**src/rtl/pipe_hazard_ctrl.sv**
```systemverilog
// pipe_hazard_ctrl
//   Central stall/flush scheduler for the 5-stage pipeline. Resolves load-use
//   hazards, taken branches/jumps, multi-cycle EX operations (with a busy
//   watchdog) and data-memory wait states under one fixed priority:
//   memory wait > EX busy > taken branch > load-use.
//
// Parameters
//   BUSY_MAX    : EX_BUSY cycles allowed before the watchdog aborts the phase
//   BUSY_CNT_W  : busy counter width, 2**BUSY_CNT_W must exceed BUSY_MAX
//
// Ports
//   clk, rst                     : clock, synchronous active-high reset
//   id_reg_op{1,2}_rd_en/_addr   : source operands read by the ID stage
//   id_ex_isload, ex_wr_bck_en,
//   ex_wr_reg_addr               : destination info of the instruction in EX
//   ex_branch_taken              : EX resolved a taken branch or jump
//   ex_busy_req / ex_busy_done   : multi-cycle EX operation start / result valid
//   mem_req / mem_ready          : MEM access in flight / access completed
//   stall_* / flush_*            : hold / bubble controls for PC and pipe regs
//   busy_timeout                 : one-cycle registered pulse when watchdog fires
//
// Optional feature (macro PIPE_CTRL_PERF_CNT_EN)
//   perf_stall_cycles : cycles with stall_pc = 1 (wraps mod 2**32)
//   perf_flush_events : cycles with flush_if_id = 1 (wraps mod 2**32)

module pipe_hazard_ctrl #(
    parameter int unsigned BUSY_MAX   = 64,
    parameter int unsigned BUSY_CNT_W = 7
) (
    input  logic       clk,
    input  logic       rst,
    input  logic       id_reg_op1_rd_en,
    input  logic       id_reg_op2_rd_en,
    input  logic [4:0] id_reg_op1_rd_addr,
    input  logic [4:0] id_reg_op2_rd_addr,
    input  logic       id_ex_isload,
    input  logic       ex_wr_bck_en,
    input  logic [4:0] ex_wr_reg_addr,
    input  logic       ex_branch_taken,
    input  logic       ex_busy_req,
    input  logic       ex_busy_done,
    input  logic       mem_req,
    input  logic       mem_ready,
    output logic       stall_pc,
    output logic       stall_if_id,
    output logic       flush_if_id,
    output logic       stall_id_ex,
    output logic       flush_id_ex,
    output logic       stall_ex_mem,
    output logic       flush_ex_mem,
    output logic       flush_mem_wb,
    output logic       busy_timeout
`ifdef PIPE_CTRL_PERF_CNT_EN
    ,
    output logic [31:0] perf_stall_cycles,
    output logic [31:0] perf_flush_events
`endif
);

    localparam logic [BUSY_CNT_W-1:0] BUSY_MAX_C = BUSY_CNT_W'(BUSY_MAX);

    typedef enum logic [1:0] {
        RUN      = 2'd0,
        EX_BUSY  = 2'd1,
        MEM_WAIT = 2'd2
    } state_t;

    // Output patterns; selected first, decoded onto the port bits afterwards.
    typedef enum logic [2:0] {
        PAT_NONE,
        PAT_MEM,
        PAT_BUSY,
        PAT_BRANCH,
        PAT_LU
    } pattern_t;

    state_t                state, state_nxt;
    logic [BUSY_CNT_W-1:0] busy_cnt, busy_cnt_nxt;
    logic                  timeout_nxt;
    pattern_t              pat;
    logic                  lu, mw;

    // x0 is never a real producer, so it never creates a load-use stall.
    assign lu = id_ex_isload & ex_wr_bck_en & (ex_wr_reg_addr != 5'd0) &
                ((id_reg_op1_rd_en & (id_reg_op1_rd_addr == ex_wr_reg_addr)) |
                 (id_reg_op2_rd_en & (id_reg_op2_rd_addr == ex_wr_reg_addr)));

    assign mw = mem_req & ~mem_ready;

    always_ff @(posedge clk) begin
        if (rst) begin
            state        <= RUN;
            busy_cnt     <= '0;
            busy_timeout <= 1'b0;
        end else begin
            state        <= state_nxt;
            busy_cnt     <= busy_cnt_nxt;
            busy_timeout <= timeout_nxt;
        end
    end

    // RUN and MEM_WAIT share one decode: MEM_WAIT only persists while mw
    // holds, and its mem_ready cycle is evaluated exactly like RUN.
    always_comb begin
        state_nxt    = state;
        busy_cnt_nxt = busy_cnt;
        timeout_nxt  = 1'b0;
        pat          = PAT_NONE;
        unique case (state)
            EX_BUSY: begin
                if (mw) begin
                    pat          = PAT_MEM;
                    state_nxt    = MEM_WAIT;
                    busy_cnt_nxt = '0;
                end else if (ex_busy_done) begin
                    state_nxt = RUN;
                end else begin
                    pat = PAT_BUSY;
                    if (busy_cnt == BUSY_MAX_C) begin
                        // Counter holds at the limit rather than wrapping.
                        timeout_nxt = 1'b1;
                        state_nxt   = RUN;
                    end else begin
                        busy_cnt_nxt = busy_cnt + 1'b1;
                    end
                end
            end
            default: begin
                if (mw) begin
                    pat       = PAT_MEM;
                    state_nxt = MEM_WAIT;
                end else if (ex_busy_req) begin
                    pat          = PAT_BUSY;
                    state_nxt    = EX_BUSY;
                    busy_cnt_nxt = BUSY_CNT_W'(1);
                end else if (ex_branch_taken) begin
                    pat       = PAT_BRANCH;
                    state_nxt = RUN;
                end else if (lu) begin
                    pat       = PAT_LU;
                    state_nxt = RUN;
                end else begin
                    state_nxt = RUN;
                end
            end
        endcase
    end

    // Pipeline registers reset themselves, so every control is quiet in reset.
    always_comb begin
        stall_pc     = 1'b0;
        stall_if_id  = 1'b0;
        flush_if_id  = 1'b0;
        stall_id_ex  = 1'b0;
        flush_id_ex  = 1'b0;
        stall_ex_mem = 1'b0;
        flush_ex_mem = 1'b0;
        flush_mem_wb = 1'b0;
        if (!rst) begin
            unique case (pat)
                PAT_MEM: begin
                    stall_pc     = 1'b1;
                    stall_if_id  = 1'b1;
                    stall_id_ex  = 1'b1;
                    stall_ex_mem = 1'b1;
                    flush_mem_wb = 1'b1;
                end
                PAT_BUSY: begin
                    stall_pc     = 1'b1;
                    stall_if_id  = 1'b1;
                    stall_id_ex  = 1'b1;
                    flush_ex_mem = 1'b1;
                end
                PAT_BRANCH: begin
                    flush_if_id = 1'b1;
                    flush_id_ex = 1'b1;
                end
                PAT_LU: begin
                    stall_pc    = 1'b1;
                    stall_if_id = 1'b1;
                    flush_id_ex = 1'b1;
                end
                default: ;
            endcase
        end
    end

`ifdef PIPE_CTRL_PERF_CNT_EN
    always_ff @(posedge clk) begin
        if (rst) begin
            perf_stall_cycles <= '0;
            perf_flush_events <= '0;
        end else begin
            perf_stall_cycles <= perf_stall_cycles + {31'd0, stall_pc};
            perf_flush_events <= perf_flush_events + {31'd0, flush_if_id};
        end
    end
`else
    // Performance counters are not built in this configuration.
`endif

endmodule
```
**config.mk**
```make
export PLATFORM = sky130hd
export DESIGN_NAME = pipe_hazard_ctrl
export DESIGN_NICKNAME = d
export VERILOG_FILES = /design/src/rtl/pipe_hazard_ctrl.sv
export SDC_FILE = /design/constraint.sdc
export NUM_CORES = 1
export LEC_CHECK = 0
export CAP_MARGIN = 20
export CORE_MARGIN = 4
export CORE_UTILIZATION = 25
export CTS_BUF_LIST = sky130_fd_sc_hd__clkbuf_8 sky130_fd_sc_hd__clkbuf_16
export DETAILED_ROUTE_END_ITERATION = 12
export SLEW_MARGIN = 20
export SYNTH_ARGS = -nofsm -noshare
export SYNTH_HDL_FRONTEND = slang
export SYNTH_SLANG_ARGS = --single-unit
```
**constraint.sdc**
```tcl
create_clock -name clk -period 1.56 [get_ports clk]
set_clock_uncertainty 0.1 [all_clocks]
set_input_delay 0.234 -clock clk [delete_from_list [all_inputs] [get_ports clk]]
set_output_delay 0.234 -clock clk [all_outputs]
set_load 0.03 [all_outputs]
```
Yosys cells after proc, flatten, opt, wreduce, memory -nomap -nowiden
Index checks and enable logic that the tools add are counted.
Word-level totals
  bits in registers: 10
  bits in latches: 0
  bits in writable memories: 0
  memory bits (read-only): 0
  bits of input ports: 26
  output and inout port bits: 9
  word-level logic and storage cells: 64
  memories: 0
Cells by class
  add/subtract/negate cells: 1
  $mul: 0
  div/mod/pow operators: 0
  magnitude comparators: 0
  eq/ne operators: 12
  shift-type cells: 0
  muxes and demuxes: 32
  bitwise gates (word level): 9
  reductions and logical operators: 7
Operator list (count)
  $mux 7: 6
  $mux 3: 5
  $mux 1: 14
  $mux 2: 7
  $eq 5x5->1: 2
  $add 7x1->7 const B: 1
  $eq 7x7->1 const B: 1
  $and 1x1->1: 6
  $eq 3x2->1 const B: 2
  $ne 3x3->1 const B: 2
  $reduce_bool 5->1: 1
  $ne 4x4->1 const B: 1
  $reduce_and 4->1: 1
  $reduce_or 2->1: 2
  $reduce_or 4->1: 1
  $eq 3x1->1 const B: 1
  $eq 3x3->1 const B: 1
  $reduce_or 3->1: 1
  $eq 2x1->1 const B: 1
  $ne 2x1->1 const B: 1
  $not 1->1: 2
  $reduce_bool 2->1: 1
  $or 1x1->1: 1

Logic depth before layout (Yosys ltp)
  depth after elaboration: 13
  depth in mapped cells: 6
  gate-level depth less buffers: 6

Worst setup path after synthesis
Ideal clock, no wire load.
  path kind: reg-to-output
  start: reg state[0]
  end: out stall_pc
  arrival time: 2.033 ns
  data required time: 1.226 ns
  setup slack: -0.807 ns
  cell stages (with the launch flop): 6
  buffers on the path: 1
  cell sequence: dfxtp_1 -> nor2b_1 -> nor4_1 -> nand4_1 -> o32ai_1 -> buf_4
On the way
  longest elaborated chain between the ends: 6
  elaborated cells between the ends (all ways): 8
  classes of those cells: eq/ne: 4; mux: 3; reduce/logical: 1
RTL lines
  from (decl): line 77  | state_t state, state_nxt;
  from (signal assigned): line 96  | state <= state_nxt;
  $eq 2x1->1 (*): line 109  | unique case (state)
  $mux 3 (*): line 109
  $eq 3x1->1, or another cell as far along
  $reduce_or 3->1 (no line) (*)
  $mux 1 (*) (2 in series)
  to (decl): line 44  | output logic stall_pc,
Every way passes the cells marked *; elsewhere a longest branch is shown, timed or not.

Final worst setup path
  start: reg state[0]
  end: out stall_if_id
On the way
  longest elaborated chain between the ends: 6
  elaborated cells between the ends (all ways): 8
  classes of those cells: eq/ne: 4; mux: 3; reduce/logical: 1
RTL lines
  $eq 2x1->1 (*): line 109
  $mux 3 (*): line 109
  $eq 3x1->1, or another cell as far along: line 160  | unique case (pat)
  $reduce_or 3->1 (no line) (*)
  $mux 1 (*): line 160
  $mux 1 (*): line 159  | if (!rst) begin
  to (decl): line 45  | output logic stall_if_id,
Marked as above.

==> run metrics <==
peak fanout along the critical path=3; Post-Place Setup Slack=-0.776 ns; vias in the first global route=1031; PD cells=551 mW/mm²; yosys warns=0; 1st-iter DRT viols=25; Area Overhead vs Synth=103%; detailed placement HPWL=2220 µm; Residual DRC=0; FF+latch count, synth=10; Final nets=191; CP most frequent cell=buf_6; CTS tree=done; achievable clock frequency=514 MHz; failing checks=setup timing; max-cap violations=0; antenna cells=0; largest buffer count on any clock path=2; DRT Pass-1 Iters=4; crit-path cells=nor2b_4 > buf_4 > buf_6 > buf_6 > nand2b_4 > and3_4 > o32ai_4 > buf_6; Mapped Area=833 µm²; Tmin final=1.95 ns; # H-tree levels=1; clk sink count=10; TNS Setup=-2.03 ns; Core ar.=0.00313 mm²; clock slew at reported path FFs=0.05 ns; DP Area=0.00139 mm²; final instance area=0.00169 mm²; root buffer cell=clkbuf_8; Die W=65.7 µm; Hold WC Path Type=in2reg; Global Route Usage Sum=0.136; share of the synthesized area in the top cell type=0.240; Worst VDD drop=0.373 mV; setup ws final=-0.385 ns; Hold Slack=0.303 ns; Top delay family on crit path=buffers and inverters; DR vias=1030; slew margin rel.=0.752; initial antenna violation count=0; Final setup viols=11; Worst setup SP type=flop; area leader, netlist=dfxtp_1; global route overflow=0; first-pass GRT wire length=4600 µm; Via density=5.02; Core Util, Final=0.540; GPL Wtd Cong=0.796; Syn Inst Count=101; # fillers=284; RSZ-0062 raised after global routing=yes; sequential share of the synthesized area=0.240; Site Rows=20; Synth area leaders=dfxtp_1 (24%), xor2_1 (8.4%), mux2i_1 (6.0%); final wirelength=3120 µm; Period Utilization, post-route=1.25; Leakage=0.688 nW; slowest cell on the critical path=dfxtp_2; Clock Latency Late Sink=0.24 ns; Die ar.=0.00432 mm²; Worst-Margin Slew=0.371 ns; endpoint class of the critical path=output pin; Fin. Hold Viols=0; Crit Path Class=reg2out; share of cells above drive strength 1=0.522; outcome=finished, violations left; CP arrival=1.61 ns; Multi-input gate area=838 µm²; WL per Instance=15.2 µm; Synth Area per Inst=8.25 µm²; storage element area=208 µm²; R2R Setup Slk=-0.09 ns; DIE HEIGHT=65.7 µm; Top Ports=35; CP Data Required Time=1.23 ns; Synth cell types=38; Syn Nets=129; I/O Buffers=34; WP buf/inv=4; final-report max-slew violation count=0; Worst path max stage delay=0.33 ns; largest net degree at the start of global routing=12; total CTS buffers=3; Initial Util=0.266; ANT nets after route=0
-- state kept, by name (all words and copies together) (netlist names) --
name	cells
busy_cnt	7
state	2
busy_timeout	1
-- layout by cell type (no fill, tap or decap), types with 3 or more instances in the layout --
master,netlist,routed
dlymetal6s2s_1,0,4
nand3b_1,5,5
clkbuf_8,0,3
mux2i_1,5,5
nand3_1,7,7
a21oi_4,0,4
clkdlybuf4s50_1,0,9
a211oi_2,0,4
nand2_1,6,5
dfxtp_2,0,3
xor2_2,0,3
buf_6,0,7
buf_4,2,28
dlygate4sd2_1,0,7
and2_1,2,3
xor2_1,8,5
dfxtp_1,10,6
o211ai_1,3,3
clkbuf_2,0,5
-- report_power, final --
| group | switching (mW) | leakage [nW] | internal (mW) |
|---|---|---|---|
| logic | 0.193 | 0.583 | 0.195 |
| clock network | 0.105 | 0.0216 | 0.169 |
| registers | 0.00512 | 0.0831 | 0.263 |
-- area by class of cell --
type,count,area share
Inverter,2,0.00444
Sequential cell,10,0.123
Tap cell,44,0.0326
Clock buffer,3,0.0244
Multi-Input combinational cell,84,0.496
Timing Repair Buffer,62,0.320
-- path summary, 6_finish.rpt --
kind,cells past startpoint,from,endpoint
worst max register to register,8,state[0],busy_cnt[3]
worst min-delay path,4,mem_req,state[1]
worst max-delay path,8,state[0],stall_if_id
worst min register to register,2,busy_cnt[6],busy_cnt[6]
-- routing by layer --
metal | track usage | wire [µm] | up-vias
met3 | 0.0222 | 244 | 3
met4 | 0.0363 | 37 | 0
li1 | - | - | 496
met5 | 0 | 0 | -
met1 | 0.157 | 1280 | 490
met2 | 0.254 | 1560 | 41
-- worst min-delay path, cell delays in order --
cell and delay (ns):
clkbuf_2 0.11, nand2b_4 0.11, buf_4 0.12, nor2_1 0.03
-- logic make-up (layout without fill, tap and decap cells) --
group / count (synthesis) / after routing / synth area share
DFF: 10 / 10 / 0.240
adders and majority gates: 2 / 2 / 0.0300
muxes: 5 / 5 / 0.0601
AOI/OAI and AO/OA: 22 / 23 / 0.198
xor gates and xnor gates: 10 / 10 / 0.105
and+or+nand+nor: 44 / 44 / 0.320
buffers and inverters: 8 / 67 / 0.0465
-- cells in the mapped netlist, drive strengths merged --
master / number
dfxtp: 10
xor2: 8
nand3: 7
nand2: 6
a211oi: 5
mux2i: 5
nand3b: 5
nor2: 5
a21oi: 4
nor4: 4
a21o: 3
and2: 3
buf: 3
clkbuf: 3
nand2b: 3
o211ai: 3
and3: 2
ha: 2
inv: 2
nand4: 2
nor2b: 2
nor3: 2
xnor2: 2
a21boi: 1
a221oi: 1
a32oi: 1
and2b: 1
and4: 1
nor4b: 1
o2111a: 1
o21ai: 1
o21bai: 1
o32ai: 1
-- metrics by stage --
stage,power (mW),cells
final,0.931,205
after global routing,0.976,205
after floorplan,0.423,101
after detailed placement,0.579,194
after global placement,0.570,194
after CTS,0.897,202
-- what timing repair did --
item / in CTS / in global routing
gates cloned: 0 / 1
pin swaps: 15 / 16
hold buffers: 0 / 0
setup endpoints to repair: 16 / 13
gates resized for setup: 45 / 35
setup buffers: 5 / 3
Note: power is estimated with default switching activity, not from simulation.
